<file path="config.mk">
export PLATFORM = sky130hd
export DESIGN_NAME = reset_sequencer
export DESIGN_NICKNAME = d
export VERILOG_FILES = /design/src/rtl/reset_sequencer.sv
export SDC_FILE = /design/constraint.sdc
export NUM_CORES = 1
export LEC_CHECK = 0
export ABC_CLOCK_PERIOD_IN_PS = 2009
export CAP_MARGIN = 20
export CORE_ASPECT_RATIO = 1.1
export CORE_MARGIN = 5
export CORE_UTILIZATION = 52
export DETAILED_ROUTE_END_ITERATION = 6
export MAX_ROUTING_LAYER = met4
export PLACE_DENSITY = 0.74
export SYNTH_ARGS = -nofsm -noshare
export SYNTH_HDL_FRONTEND = slang
export SYNTH_SLANG_ARGS = --single-unit
</file>
<file path="constraint.sdc">
create_clock -name clk -period 2.01 [get_ports clk]
set_clock_uncertainty 0.1 [all_clocks]
set_input_delay 0.201 -clock clk [delete_from_list [all_inputs] [get_ports clk]]
set_output_delay 0.201 -clock clk [all_outputs]
set_load 0.1 [all_outputs]
</file>
<file path="src/rtl/reset_sequencer.sv">
// -----------------------------------------------------------------------------
// reset_sequencer
//
// Turns the PLL lock status of the clock generator into ordered synchronous
// resets for the pixel-clock domain. The core domain leaves reset after lock
// has been stable for STABLE_CYCLES cycles. The video domain follows
// STAGE_GAP cycles later. Any lock loss after the core release forces both
// domains back into reset, pulses lock_lost and bumps a saturating counter.
//
// Ports:
//   clk        in   pixel clock (clk65MHz)
//   rst        in   synchronous active-high reset
//   locked     in   PLL lock status, asynchronous to clk
//   rst_core   out  active-high reset for core logic
//   rst_video  out  active-high reset for video timing/drawing
//   ready      out  high when both domains are out of reset
//   lock_lost  out  one-cycle pulse on a lock loss after core release
//   loss_count out  saturating count of lock losses (cleared only by rst)
//   state      out  current FSM state (debug visibility)
//
// Handshake note: there is no valid/ready traffic here. The outputs are
// level signals that change only on a clk edge. lock_lost is a single-cycle
// strobe with no back-pressure.
// -----------------------------------------------------------------------------
module reset_sequencer #(
    parameter int STABLE_CYCLES = 1024,
    parameter int STAGE_GAP     = 16,
    parameter int CNT_W         = 8
) (
    input  logic             clk,
    input  logic             rst,
    input  logic             locked,
    output logic             rst_core,
    output logic             rst_video,
    output logic             ready,
    output logic             lock_lost,
    output logic [CNT_W-1:0] loss_count,
    output logic [1:0]       state
);

    localparam int MAX_TERM = (STABLE_CYCLES > STAGE_GAP) ? STABLE_CYCLES : STAGE_GAP;
    localparam int CW       = $clog2(MAX_TERM) + 1;

    localparam logic [CW-1:0] STABLE_LAST = CW'(STABLE_CYCLES - 1);
    localparam logic [CW-1:0] GAP_LAST    = CW'(STAGE_GAP - 1);

    typedef enum logic [1:0] {
        WAIT_LOCK    = 2'd0,
        STABILIZE    = 2'd1,
        RELEASE_CORE = 2'd2,
        RUN          = 2'd3
    } state_t;

    state_t        cur_state;
    state_t        nxt_state;
    logic [CW-1:0] cnt;
    logic [CW-1:0] cnt_nxt;
    logic          loss_nxt;

    // Two-flop synchronizer. Only s2 is used by the rest of the block.
    logic s1;
    logic s2;

    always_ff @(posedge clk) begin
        if (rst) begin
            s1 <= 1'b0;
            s2 <= 1'b0;
        end else begin
            s1 <= locked;
            s2 <= s1;
        end
    end

    // Next-state logic. A lock loss is checked before counter expiry so a
    // dropout coinciding with the terminal count still returns to WAIT_LOCK.
    always_comb begin
        nxt_state = cur_state;
        cnt_nxt   = cnt;
        loss_nxt  = 1'b0;
        case (cur_state)
            WAIT_LOCK: begin
                cnt_nxt = '0;
                if (s2) begin
                    nxt_state = STABILIZE;
                end
            end
            STABILIZE: begin
                if (!s2) begin
                    // Dropout before release is not a counted loss.
                    nxt_state = WAIT_LOCK;
                    cnt_nxt   = '0;
                end else if (cnt == STABLE_LAST) begin
                    nxt_state = RELEASE_CORE;
                    cnt_nxt   = '0;
                end else begin
                    cnt_nxt = cnt + CW'(1);
                end
            end
            RELEASE_CORE: begin
                if (!s2) begin
                    nxt_state = WAIT_LOCK;
                    cnt_nxt   = '0;
                    loss_nxt  = 1'b1;
                end else if (cnt == GAP_LAST) begin
                    nxt_state = RUN;
                    cnt_nxt   = '0;
                end else begin
                    cnt_nxt = cnt + CW'(1);
                end
            end
            RUN: begin
                cnt_nxt = '0;
                if (!s2) begin
                    nxt_state = WAIT_LOCK;
                    loss_nxt  = 1'b1;
                end
            end
            default: begin
                nxt_state = WAIT_LOCK;
                cnt_nxt   = '0;
            end
        endcase
    end

    // State register plus registered decodes of the next state, so every
    // output is a flop and cannot glitch between clock edges.
    always_ff @(posedge clk) begin
        if (rst) begin
            cur_state  <= WAIT_LOCK;
            cnt        <= '0;
            rst_core   <= 1'b1;
            rst_video  <= 1'b1;
            ready      <= 1'b0;
            lock_lost  <= 1'b0;
            loss_count <= '0;
        end else begin
            cur_state <= nxt_state;
            cnt       <= cnt_nxt;
            rst_core  <= (nxt_state == WAIT_LOCK) || (nxt_state == STABILIZE);
            rst_video <= (nxt_state != RUN);
            ready     <= (nxt_state == RUN);
            lock_lost <= loss_nxt;
            if (loss_nxt && (loss_count != {CNT_W{1'b1}})) begin
                loss_count <= loss_count + CNT_W'(1);
            end
        end
    end

    assign state = cur_state;

endmodule

</file>
==> results of run 1 <==
## layer usage
| metal | part of all wire (%) | vias up | wire, um |
|---|---|---|---|
| met4 | 2.0 | 0 | 40 |
| met2 | 48 | 11 | 961 |
| met5 | 0 | - | 0 |
| met1 | 47 | 421 | 943 |
| li1 | - | 471 | - |
| met3 | 3.7 | 4 | 74 |
## cell families after synthesis
| logic type | count (synthesis) | synth area share (%) |
|---|---|---|
| AO/OA/AOI/OAI | 14 | 8.51 |
| XOR/XNOR | 13 | 9.81 |
| adder cells (fa/ha/maj) | 2 | 2.15 |
| buffers and inverters | 3 | 0.970 |
| flip-flops | 27 | 46.6 |
| multiplexers | 3 | 2.59 |
| AND/OR/NAND/NOR | 60 | 29.4 |
## area by class of cell
| cell class | count | share of cell area, % |
|---|---|---|
| Clock buffer | 4 | 1.93 |
| Inverter | 2 | 0.551 |
| Multi-Input combinational cell | 92 | 44.8 |
| Sequential cell | 27 | 40.3 |
| Tap cell | 30 | 2.76 |
| Timing Repair Buffer | 17 | 9.74 |
## worst min path at each step
stage / startpoint / end / slack, ps / depth (start not counted)
floorplan: rst / s2$_SDFF_PP0_ / 170 / 1
global placement: s1$_SDFF_PP0_ / s2$_SDFF_PP0_ / 320 / 1
detailed placement: s1$_SDFF_PP0_ / s2$_SDFF_PP0_ / 330 / 1
CTS: locked / s1$_SDFF_PP0_ / 310 / 2
global route: locked / s1$_SDFF_PP0_ / 290 / 2
finish: locked / s1$_SDFF_PP0_ / 330 / 2
## cell usage in the layout, fill, tap and decap left out, types with 4 or more instances in the layout
| master | instances |
|---|---|
| nor2_1 | 21 |
| dfxtp_1 | 21 |
| buf_4 | 15 |
| xor2_1 | 8 |
| dfxtp_2 | 6 |
| nor2b_1 | 5 |
| o211ai_1 | 5 |
| xnor2_1 | 5 |
| nand4_1 | 4 |
| nor3_1 | 4 |
| nand2_1 | 4 |
## power breakdown
part	leakage, nW	total, mW	internal, mW	switching, mW
registers	0.221	0.539	0.537	0.00168
clock network	0.0150	0.224	0.0776	0.146
logic	0.261	0.0193	0.00860	0.0107
## through the flow
stage	hold slack (ps)	setup WS, ps
finish	326	291
global route	293	118
detailed placement	329	269
floorplan	173	-39.7
CTS	314	255
global placement	324	310
## Yosys cell counts, drive strengths merged
master	count	area share, %
a21oi	2	0.86
a311oi	2	1.5
and2	1	0.54
and2b	1	0.65
and3	5	3.6
and4	2	1.6
and4b	1	0.97
clkbuf	1	0.32
dfxtp	27	47
ha	2	2.2
inv	2	0.65
mux2i	3	2.6
nand2	5	1.8
nand2b	3	1.6
nand3	3	1.3
nand4	4	2.2
nor2	21	6.8
nor2b	6	3.9
nor3	4	1.7
nor4	2	1.6
o211ai	5	3.2
o21a	1	0.65
o21ai	3	1.3
o32a	1	0.97
or2	1	0.54
or4	1	0.65
xnor2	5	3.8
xor2	8	6.0
## flip-flops by register name (all words and copies together), names as in the netlist
register	count
loss_count	8
state	2
s2	1
cnt	11
lock_lost	1
rst_core	1
rst_video	1
ready	1
s1	1
## worst max-delay path, cell delays in order (launching register included)
cell,delay [ps]
dfxtp_1,390
ha_1,240
nand4_1,160
nor4_1,370
o32a_2,300
nor2_1,70
==> metrics.cfg, run 1 <==
[sta]
finalSetupTns_ps=0
finalCritPeriodShare_pct=85.5
finalSetupViolations=0
rsz0062_at_grt=no
finalHoldViolations=0
period_minus_slack_ps=1720
slew_viol_final=0
worstMarginPinSlew_ps=361
relSlewSlack_pct=75.7
fmax_mhz=582

[min_path]
min_path_type=in2reg

[pwr]
pwr_density_cell_nw_per_um2=574
vdd_ir_drop_max_uv=428
p_total_mw=0.782
p_leak_nw=0.497

[yosys]
syn_inst=122
seq_area_frac_synth_pct=46.6
synth.avg_cell_area_um2=9.52
synth_area_um2=1160
yosys_register_bits=27
synth.distinct_cells=34
synth_warnings=0
syn_nets=127

[clocking]
htree_num_levels=1
clock_sinks=27
clk_pin_slew_ps=130
holdBufCountCts=0
ctsRootBufferMaster=clkbuf_4
post_cts_buffers=0
cts_tree=built
cts_made_buffers=3
ctsLongestPathBuffers=2
cts_resized=0
clock_latency_ps=310

[routing]
ant_nets=0
via_per_inst=5.27
dr.first_iter.drc_count=14
dr.pass1.iters=4
post-route-drc-count=0
vias=907
wl_per_cell_um=11.7
routed_wl_um=2020

[final_layout]
instances_no_fill=172
utilization_pct=62.3
multi_input_area_um2=609
final_area_um2=1360
antenna_cells=0
seq_area_um2=548
fin_nets=148
syn_to_final_growth_pct=17.2
n_fill_cell=203
drive_gt1_share_pct=23.2

[critical_path]
cp-endpoint=cnt[7]$_SDFF_PP0_
path_max_fanout=8
critPathKind=reg2reg
rr_worst_depth=5
cp-startpoint=cnt[0]$_SDFF_PP0_
critPathLaunchType=register
required_ps=2130
reg2reg_to=cnt[7]$_SDFF_PP0_
endpoint_kind=register
ff2ff_setup_slack_ps=290
cp.arrival_ps=1840
reg2reg_from=cnt[0]$_SDFF_PP0_

[floorplan]
start_util_pct=53.2
fp.dieH_um=59.6
pin_count=17
rows=18
dieArea_um2=3280
coreArea_um2=2180
die_width_um=55.1

[global_route]
grt_pass1_wl_um=3730
busiest_layer=met2
use_met2_pct=25.2
grt_max_degree=15
met1_usage_pct=18.7
grt_util_met3_pct=3.02
grtUsageTotal_pct=15.9
antenna_found_initial=0
gr-total-overflow=0
grt_pass1_vias=875

[place]
routabilityCongestion=0.789
dpl.cell_count=168
port-buffer-count=16
placed_cell_area_um2=1340
hpwl_um=1530

[run]
cap_violations=0

[run_status]
status=complete, no violations

Power figures use the tool's default switching activity.
==> run 2: changes to the inputs <==
--- a/config.mk
+++ b/config.mk
@@ -13,6 +13,7 @@
 export DETAILED_ROUTE_END_ITERATION = 6
 export MAX_ROUTING_LAYER = met4
 export PLACE_DENSITY = 0.74
+export SKIP_CTS_REPAIR_TIMING = 1
 export SYNTH_ARGS = -nofsm -noshare
 export SYNTH_HDL_FRONTEND = slang
 export SYNTH_SLANG_ARGS = --single-unit
==> results of run 2 <==
Final layout, timing and power as in run 1 (identical DEF).
==> run 3: changes to the inputs <==
--- a/config.mk
+++ b/config.mk
@@ -5,7 +5,6 @@
 export SDC_FILE = /design/constraint.sdc
 export NUM_CORES = 1
 export LEC_CHECK = 0
-export ABC_CLOCK_PERIOD_IN_PS = 2009
 export CAP_MARGIN = 20
 export CORE_ASPECT_RATIO = 1.1
 export CORE_MARGIN = 5
==> results of run 3 <==
Final layout, timing and power as in run 1 (identical DEF).
